## src/rtl/waveform_pkg.sv

```systemverilog
// Shared constants and frame-state type for the waveform UART transmitter.
package waveform_pkg;

    localparam logic [7:0]  HEADER_BYTE     = 8'hA5;
    localparam int unsigned SAMPLE_W_DEF    = 14;
    localparam int unsigned NUM_SAMPLES_DEF = 32;

    typedef enum logic [2:0] {
        ST_IDLE    = 3'd0,
        ST_HEADER  = 3'd1,
        ST_SAMP_HI = 3'd2,
        ST_SAMP_LO = 3'd3,
        ST_FINISH  = 3'd4
    } frame_state_t;

    // High transmitted byte of a sample: upper bits above bit 7, zero-padded.
    function automatic logic [7:0] sample_hi(input logic [15:0] s);
        return s[15:8];
    endfunction

    // Low transmitted byte of a sample.
    function automatic logic [7:0] sample_lo(input logic [15:0] s);
        return s[7:0];
    endfunction

endpackage

```

## src/rtl/uart_tx_byte.sv

```systemverilog
// 8N1 byte serializer; ready rises in the last stop-bit cycle so bytes stream gaplessly.
module uart_tx_byte #(
    parameter int unsigned CLKS_PER_BIT = 434
) (
    input  logic       clk,
    input  logic       reset,
    input  logic [7:0] data,
    input  logic       valid,
    output logic       ready,
    output logic       tx
);

    localparam int unsigned    CNT_W    = (CLKS_PER_BIT > 1) ? $clog2(CLKS_PER_BIT) : 1;
    localparam logic [CNT_W-1:0] CNT_LAST = CNT_W'(CLKS_PER_BIT - 1);

    localparam logic [1:0] B_IDLE  = 2'd0;
    localparam logic [1:0] B_START = 2'd1;
    localparam logic [1:0] B_DATA  = 2'd2;
    localparam logic [1:0] B_STOP  = 2'd3;

    logic [1:0]       st, st_n;
    logic [CNT_W-1:0] cnt, cnt_n;
    logic [2:0]       bit_idx, bit_idx_n;
    logic [7:0]       shreg, shreg_n;
    logic             last_c;
    logic             line_c;

    assign last_c = (cnt == CNT_LAST);
    assign ready  = (st == B_IDLE) || ((st == B_STOP) && last_c);

    // Next-state and line level for the bit engine.
    always_comb begin
        st_n      = st;
        cnt_n     = cnt;
        bit_idx_n = bit_idx;
        shreg_n   = shreg;
        line_c    = 1'b1;
        case (st)
            B_IDLE: begin
                if (valid) begin
                    st_n    = B_START;
                    cnt_n   = '0;
                    shreg_n = data;
                end
            end
            B_START: begin
                line_c = 1'b0;
                if (last_c) begin
                    st_n      = B_DATA;
                    cnt_n     = '0;
                    bit_idx_n = '0;
                end else begin
                    cnt_n = cnt + CNT_W'(1);
                end
            end
            B_DATA: begin
                line_c = shreg[0];
                if (last_c) begin
                    cnt_n   = '0;
                    shreg_n = {1'b0, shreg[7:1]};
                    if (bit_idx == 3'd7) begin
                        st_n = B_STOP;
                    end else begin
                        bit_idx_n = bit_idx + 3'd1;
                    end
                end else begin
                    cnt_n = cnt + CNT_W'(1);
                end
            end
            default: begin
                line_c = 1'b1;
                if (last_c) begin
                    cnt_n = '0;
                    if (valid) begin
                        st_n    = B_START;
                        shreg_n = data;
                    end else begin
                        st_n = B_IDLE;
                    end
                end else begin
                    cnt_n = cnt + CNT_W'(1);
                end
            end
        endcase
    end

    // Engine state and registered serial line.
    always_ff @(posedge clk) begin
        if (reset) begin
            st      <= B_IDLE;
            cnt     <= '0;
            bit_idx <= '0;
            shreg   <= '0;
            tx      <= 1'b1;
        end else begin
            st      <= st_n;
            cnt     <= cnt_n;
            bit_idx <= bit_idx_n;
            shreg   <= shreg_n;
            tx      <= line_c;
        end
    end

endmodule

```

## src/rtl/waveform_uart_tx.sv

```systemverilog
// Streams a snapshot of a captured waveform over UART as a header plus hi/lo sample bytes.
module waveform_uart_tx
    import waveform_pkg::*;
#(
    parameter int unsigned CLKS_PER_BIT = 434,
    parameter int unsigned NUM_SAMPLES  = NUM_SAMPLES_DEF,
    parameter int unsigned SAMPLE_W     = SAMPLE_W_DEF
) (
    input  logic                clk,
    input  logic                reset,
    input  logic                start,
    input  logic [SAMPLE_W-1:0] waveform [NUM_SAMPLES],
    output logic                tx,
    output logic                busy,
    output logic                done
);

    localparam int unsigned      IDX_W    = (NUM_SAMPLES > 1) ? $clog2(NUM_SAMPLES) : 1;
    localparam logic [IDX_W-1:0] LAST_IDX = IDX_W'(NUM_SAMPLES - 1);

    frame_state_t        state, state_n;
    logic [IDX_W-1:0]    idx, idx_n;
    logic                armed, armed_n;
    logic                busy_n, done_n;
    logic                accept_c;
    logic                byte_valid, byte_ready;
    logic [7:0]          byte_data;
    logic [15:0]         cur_sample;
    logic [SAMPLE_W-1:0] buf_q [NUM_SAMPLES];

    // A start coinciding with the done pulse is deliberately not taken.
    assign accept_c   = (state == ST_IDLE) && start && !done;
    assign cur_sample = 16'(buf_q[idx]);

    // Snapshot of the waveform at acceptance; not reset.
    always_ff @(posedge clk) begin
        if (accept_c) begin
            buf_q <= waveform;
        end
    end

    // Frame sequencing and byte hand-off to the serializer.
    always_comb begin
        state_n    = state;
        idx_n      = idx;
        armed_n    = armed;
        busy_n     = busy;
        done_n     = 1'b0;
        byte_valid = 1'b0;
        byte_data  = HEADER_BYTE;
        case (state)
            ST_IDLE: begin
                if (accept_c) begin
                    state_n = ST_HEADER;
                    idx_n   = '0;
                    armed_n = 1'b0;
                    busy_n  = 1'b1;
                end
            end
            ST_HEADER: begin
                byte_valid = 1'b1;
                byte_data  = HEADER_BYTE;
                if (byte_ready) begin
                    state_n = ST_SAMP_HI;
                end
            end
            ST_SAMP_HI: begin
                byte_valid = 1'b1;
                byte_data  = sample_hi(cur_sample);
                if (byte_ready) begin
                    state_n = ST_SAMP_LO;
                end
            end
            ST_SAMP_LO: begin
                byte_valid = 1'b1;
                byte_data  = sample_lo(cur_sample);
                if (byte_ready) begin
                    if (idx == LAST_IDX) begin
                        state_n = ST_FINISH;
                    end else begin
                        state_n = ST_SAMP_HI;
                        idx_n   = idx + IDX_W'(1);
                    end
                end
            end
            default: begin
                // ready marks the last stop-bit cycle; the engine is idle one cycle later.
                if (armed) begin
                    state_n = ST_IDLE;
                    armed_n = 1'b0;
                    busy_n  = 1'b0;
                    done_n  = 1'b1;
                end else if (byte_ready) begin
                    armed_n = 1'b1;
                end
            end
        endcase
    end

    // Frame state register and registered status outputs.
    always_ff @(posedge clk) begin
        if (reset) begin
            state <= ST_IDLE;
            idx   <= '0;
            armed <= 1'b0;
            busy  <= 1'b0;
            done  <= 1'b0;
        end else begin
            state <= state_n;
            idx   <= idx_n;
            armed <= armed_n;
            busy  <= busy_n;
            done  <= done_n;
        end
    end

    uart_tx_byte #(
        .CLKS_PER_BIT(CLKS_PER_BIT)
    ) u_byte (
        .clk  (clk),
        .reset(reset),
        .data (byte_data),
        .valid(byte_valid),
        .ready(byte_ready),
        .tx   (tx)
    );

endmodule
```

## config.mk

```make
export PLATFORM = sky130hd
export DESIGN_NAME = waveform_uart_tx
export DESIGN_NICKNAME = d
export VERILOG_FILES = /design/src/rtl/waveform_pkg.sv /design/src/rtl/uart_tx_byte.sv /design/src/rtl/waveform_uart_tx.sv
export SDC_FILE = /design/constraint.sdc
export NUM_CORES = 1
export LEC_CHECK = 0
export ABC_AREA = 1
export CORE_UTILIZATION = 46
export CTS_CLUSTER_DIAMETER = 200
export CTS_CLUSTER_SIZE = 40
export DETAILED_ROUTE_END_ITERATION = 10
export GPL_TIMING_DRIVEN = 0
export HOLD_SLACK_MARGIN = 0.1
export PLACE_DENSITY = 0.77
export SYNTH_ARGS = -nofsm -noshare
export SYNTH_HDL_FRONTEND = slang
export SYNTH_HIERARCHICAL = 1
export SYNTH_SLANG_ARGS = --single-unit
```

## constraint.sdc

```tcl
create_clock -name clk -period 11.9 [get_ports clk]
set_input_delay 1.785 -clock clk [delete_from_list [all_inputs] [get_ports clk]]
set_output_delay 1.785 -clock clk [all_outputs]
set_load 0.02 [all_outputs]
```

==> flow_metrics.tcl, run 1 <==
set metrics [dict create \
    timing.fmax_mhz 250 \
    multi_input_area_um2 5090 \
    hold_path_class "reg -> reg" \
    netlist_area_um2 20100 \
    slowest_delay_ns 0.60 \
    yosys_warnings 6 \
    cts_buffers 16 \
    synthAdderAreaFrac_pct 0.683 \
    worst_pin_slew_ns 0.987 \
    vias_per_cell 5.45 \
    avgSynthCellArea_um2 11.2 \
    clockBufferDepth 3 \
    synth_mux_area_share_pct 0.398 \
    post-dp-hpwl_um 52400 \
    dieArea_um2 44600 \
    die_y_um 211 \
    syn-num-nets 2260 \
    required_ns 12.11 \
    die_x_um 211 \
    powerDensity_nw_per_um2 206 \
    critPathKind "in -> reg" \
    post_cts_resize_count 0 \
    crit_arrival_ns 4.22 \
    area_growth_pct 29.2 \
    place_ws_ns 7.26 \
    drtIter0Drc 2052 \
    power.total_mw 5.37 \
    core-area_um2 43200 \
    grt_max_degree 125 \
    remaining_drc_errors 0 \
    cts_sinks 482 \
    ios 454 \
    drive_above_1_share_pct 5.17 \
    routed.top_layer "met5" \
    wl_met1_um 25900 \
    cp_max_fo 124 \
    fill_cells 3488 \
    io_buffer_count 453 \
    htree_levels 1 \
    yosys.area_share.simple_pct 18.5 \
    wl_um 68500 \
    place_congestion 0.929 \
    grt_overflow 0 \
    start_util_pct 46.6 \
    maxSlewHeadroom_pct 34.2 \
    p_leak_nw 9.60 \
    rows 76 \
    outcome "completed" \
    grt_pass1_wl_um 96500 \
    yosysSeqAreaShare_pct 70.2 \
    netlist_instances 1798 \
    slew_violations 0 \
    finClkSkew_ns 0.0670 \
    postCtsSetupBuffers 0 \
    synth_compound_area_share_pct 5.67 \
    drt_first_pass_iters 6 \
    path_clk_slew_ns 0.14 \
    route.met2.wl_um 33000 \
    ir_drop_uv 184 \
    finalHoldViolCount 0 \
    cp-end-kind "flop" \
    worst_slack_ns 7.89 \
    antenna_found_initial 21 \
    startpoint_type "input pin" \
    rsz0062_at_grt "false" \
    vias 15708 \
    hold_buffers 0 \
    synthFlopType "edfxtp_1" \
    fin_crit_sh_pct 33.7 \
    routedWlPerCell_um 23.8 \
    worst_path_most_repeated_cell "buf_16" \
    nets 2734 \
    max-cap-violations 0 \
    timing.final.crit_period_ns 4.01 \
    grt_pass1_vias 15471 \
    synth_top_family_by_area "simple AND/OR/NAND/NOR gates" \
    drtAntennaViolNets 0 \
    cts_tree "yes" \
    clk_latency_ns 0.57 \
    async_reset_ff_share_pct 0 \
    synth_edf_count 448 \
    crit_chain "clkdlybuf4s50_1 -> nand3_1 -> inv_8 -> buf_16 -> buf_16" \
    synth.distinct_cells 39 \
    finalSetupTns_ns 0 \
    slowest_stage "inv_8" \
    grtUsageTotal_pct 30.3 \
    clockRootBuffer "clkbuf_16" \
    synth-xor-area-share_pct 0.0435 \
    setup_viol 0 \
    ff_latch_area_um2 14100 \
    synth.ff_latch_count 482 \
    wl_met3_um 6430 \
]
-- routing by layer --
layer	global-route usage [%]	vias to the layer above
li1	-	7136
met5	0	-
met1	38.4	7493
met3	6.08	154
met2	50.3	911
met4	13.6	14
-- layout make-up --
class                   count  area share, %
diodes                     15          0.144
plain buffers              93           2.18
clock buffers              27           1.78
clock inverters             1          0.115
inverters                  93           1.38
multi-input cells        1130           19.5
flip-flops and latches    482           54.3
well taps                 585           2.81
repair buffers            456           17.7
-- metrics by stage --
stage / hold WS (ns) / utilization [%] / instances / area, um^2
final: 0.468 / 60.3 / 2882 / 26000
after global routing: 0.497 / 60.3 / 2879 / 26000
after CTS: 0.463 / 60.2 / 2867 / 26000
after detailed placement: 0.444 / 59.1 / 2839 / 25500
after global placement: 0.436 / 58.8 / 2836 / 25400
after floorplan: 0.425 / - / 1798 / 20100
-- final timing paths --
check                          from  slack [ns]                end  cells after the start
setup / recovery              start        7.89          buf_q[90]                      5
hold / removal    u_byte/bit_idx[1]        0.47  u_byte/bit_idx[1]                      2
setup reg to reg           state[0]        8.76          buf_q[90]                      7
hold reg to reg   u_byte/bit_idx[1]        0.47  u_byte/bit_idx[1]                      2
-- cell families after synthesis --
family / Yosys count
buffers and inverters: 186
flip-flops: 482
XOR/XNOR: 1
AO/OA/AOI/OAI: 211
adder cells (fa/ha/maj): 11
multiplexers: 8
AND/OR/NAND/NOR: 899
-- flip-flops by register name, summed over array words and instances (netlist names), 2 cells and up --
signal	count
idx	5
u_byte/cnt	9
u_byte/shreg	8
u_byte/st	2
u_byte/bit_idx	3
state	3
buf_q	448
-- critical path, delay by kind of cell --
family,cells,cell delay [ns]
and+or+nand+nor,1,0.20
buffers and inverters,4,2.08
-- Yosys cell counts, types with 11 or more instances --
cell,n,share of area [%]
o21ai_1,14,0.35
buf_6,13,0.73
o211ai_1,14,0.52
edfxtp_1,448,67
nor2_1,250,4.7
o21ai_0,119,3.0
buf_2,41,1.0
inv_1,83,1.5
ha_1,11,0.68
dfxtp_1,34,3.4
nand3_1,209,5.2
nand2_1,418,7.8
a21oi_1,46,1.1
buf_4,14,0.52
clkbuf_1,23,0.43
-- power breakdown --
group | switching, mW | internal (mW)
logic | 1.46 | 0.648
registers | 0.118 | 2.35
clock network | 0.505 | 0.278
total | 2.09 | 3.28
-- cells in the final DEF (no fill, tap or decap), drive strengths merged --
cell type,netlist,layout
diode,0,15
nand4,5,5
xor2,1,1
inv,91,91
o21a,2,2
clkdlybuf4s50,0,453
mux2i,8,8
nand3b,1,1
clkbuf,23,50
dfxtp,34,34
o221ai,1,1
a31oi,1,1
clkinv,2,3
nand2,424,424
or2,2,2
buf,70,73
nor3b,1,1
a21oi,53,53
nor3,3,3
nor2,254,254
o21bai,1,1
a211oi,3,3
o21ai,133,133
o22ai,3,3
ha,11,11
nand3,209,209
edfxtp,448,448
o211ai,14,14
Note: power is estimated with default switching activity, not from simulation.
==> inputs of run 2 (changes only) <==
--- a/config.mk
+++ b/config.mk
@@ -6,13 +6,13 @@
 export NUM_CORES = 1
 export LEC_CHECK = 0
 export ABC_AREA = 1
-export CORE_UTILIZATION = 46
+export CORE_UTILIZATION = 51
 export CTS_CLUSTER_DIAMETER = 200
 export CTS_CLUSTER_SIZE = 40
 export DETAILED_ROUTE_END_ITERATION = 10
 export GPL_TIMING_DRIVEN = 0
 export HOLD_SLACK_MARGIN = 0.1
-export PLACE_DENSITY = 0.77
+export PLACE_DENSITY = 0.81
 export SYNTH_ARGS = -nofsm -noshare
 export SYNTH_HDL_FRONTEND = slang
 export SYNTH_HIERARCHICAL = 1
==> constraint.sdc (replaced) <==
create_clock -name clk -period 3.9 [get_ports clk]
set_input_delay 0.585 -clock clk [delete_from_list [all_inputs] [get_ports clk]]
set_output_delay 0.585 -clock clk [all_outputs]
set_load 0.02 [all_outputs]
==> run 2 against run 1 <==
Effect of this change:
- worst setup slack worse by 6.7 ns
- largest power group unchanged
- combinational power increased to 3.2 times the previous value
- non-clock buffer count up 9
- critical path type is now reg -> reg
- via count increased by 2.2%
- largest cell class unchanged
- global-route usage up 3.0 points
==> flow_metrics.tcl, run 2 (synthesis gave the netlist of run 1 again) <==
set metrics [dict create \
    io_buffer_count 453 \
    finalInstanceArea_um2 26100 \
    die_y_um 201 \
    slowest_stage "clkbuf_1" \
    nets 2743 \
    cts_sinks 482 \
    timing.final.crit_period_ns 2.70 \
    remaining_drc_errors 0 \
    cpLargestDelayFamily "buffers and inverters" \
    die_x_um 201 \
    largest_reg_flops 448 \
    drtAntennaViolNets 0 \
    cp_max_fo 10 \
    outcome "completed" \
    rows 72 \
    timing.fmax_mhz 371 \
    ios 454 \
    cts_buffers 16 \
    rsz0062_at_grt "false" \
    routedWlPerCell_um 24.2 \
    core-area_um2 38800 \
    wl_um 68300 \
    crit_arrival_ns 3.23 \
    postCtsSetupBuffers 0 \
    grt_max_degree 47 \
    powerDensity_nw_per_um2 635 \
    vias 16053 \
    finalHoldViolCount 0 \
    finClkSkew_ns 0.0569 \
    htree_levels 1 \
    final_cell_mix "clkdlybuf4s50_1, edfxtp_1, nand2_1" \
    layout_commonest_cell "clkdlybuf4s50_1" \
    drtIter0Drc 2168 \
    crit_chain "buf_6 -> inv_4 -> clkbuf_1 -> o21ai_0 -> nand3_1 -> nand3_1 -> nand2_1 -> nand3_1 -> nand3_1 -> mux2i_1 -> nand3_1 -> nand2_1 -> nor2_1" \
    path_clk_slew_ns 0.16 \
    post_cts_resize_count 0 \
    slew_violations 0 \
    post-dp-hpwl_um 52300 \
    fill_cells 2850 \
    startpoint_type "flop" \
    area_growth_pct 29.7 \
    start_util_pct 51.9 \
    maxSlewHeadroom_pct 39.2 \
    p_leak_nw 9.66 \
    max-cap-violations 0 \
    place_congestion 0.922 \
    grtUsageTotal_pct 33.3 \
    post-route-util_pct 67.3 \
    antenna_found_initial 22 \
    hold_buffers 0 \
    grt_overflow 0 \
    required_ns 4.44 \
    drt_first_pass_iters 6 \
    clockRootBuffer "clkbuf_16" \
    top_regs "buf_q x448, u_byte/cnt x9, u_byte/shreg x8" \
    clockBufferDepth 3 \
    critPathKind "reg -> reg" \
    regMostFlops "buf_q" \
    finalSetupTns_ns 0 \
    vias_per_cell 5.68 \
    grt_pass1_wl_um 96800 \
    setup_viol 0 \
    clk_latency_ns 0.58 \
    slowest_delay_ns 0.66 \
    cts_tree "yes" \
    path_buf_inv 3 \
    placed_area_um2 25600 \
    worst_path_most_repeated_cell "nand3_1" \
    fin_crit_sh_pct 69.2 \
    drive_above_1_share_pct 5.63 \
    hold_path_class "reg -> reg" \
    cp-end-kind "flop" \
    worst_pin_slew_ns 0.912 \
    grt_pass1_vias 15646 \
    ir_drop_uv 412 \
    dieArea_um2 40300 \
]
run 2: report_power, final:
part           internal (mW)  leakage (nW)  switching, mW
combinational           2.12          4.95           4.56
sequential              7.15          4.48          0.364
clock                  0.813         0.227           1.57
total                   10.1          9.66           6.49
run 2: routing by layer:
layer,vias to the layer above,GRT usage [%],part of all wire [%]
li1,7139,-,-
met1,7629,41.7,36
met2,1086,55.1,48
met3,191,6.56,11
met4,8,17.1,5.5
met5,-,0.238,0.079
run 2: per-stage QoR:
| stage | setup slack [ns] | hold slack [ns] | total power [mW] | cells |
|---|---|---|---|---|
| detailed placement | 1.05 | 0.444 | 14.1 | 2781 |
| global route | 1.14 | 0.506 | 17.3 | 2823 |
| finish | 1.20 | 0.462 | 16.6 | 2826 |
| global placement | -6.85 | 0.440 | 13.2 | 2769 |
| CTS | 1.29 | 0.462 | 16.4 | 2809 |
| floorplan | -3.89 | 0.425 | 11.5 | 1798 |
run 2: worst min-delay path, cell delays in order (launching register included):
cell     delay [ns]
dfxtp_1        0.34
inv_1          0.05
a21oi_1        0.05
run 2: area by class of cell:
type / count / area, um^2 / share of cell area (%)
multi-input cells: 1130 / 5100 / 19.5
diodes: 17 / 42.5 / 0.163
clock inverters: 2 / 46.3 / 0.177
inverters: 93 / 355 / 1.36
well taps: 518 / 648 / 2.48
clock buffers: 26 / 438 / 1.68
plain buffers: 93 / 567 / 2.17
repair buffers: 465 / 4780 / 18.3
flip-flops and latches: 482 / 14100 / 54.1
run 2: path summary, 6_finish.rpt:
check,to,from,cells after the start,slack (ns)
worst max-delay path,u_byte/shreg[0],idx[0],13,1.20
worst min-delay path,u_byte/bit_idx[1],u_byte/bit_idx[1],2,0.46
worst max register to register,u_byte/shreg[0],idx[0],13,1.20
worst min register to register,u_byte/bit_idx[1],u_byte/bit_idx[1],2,0.46
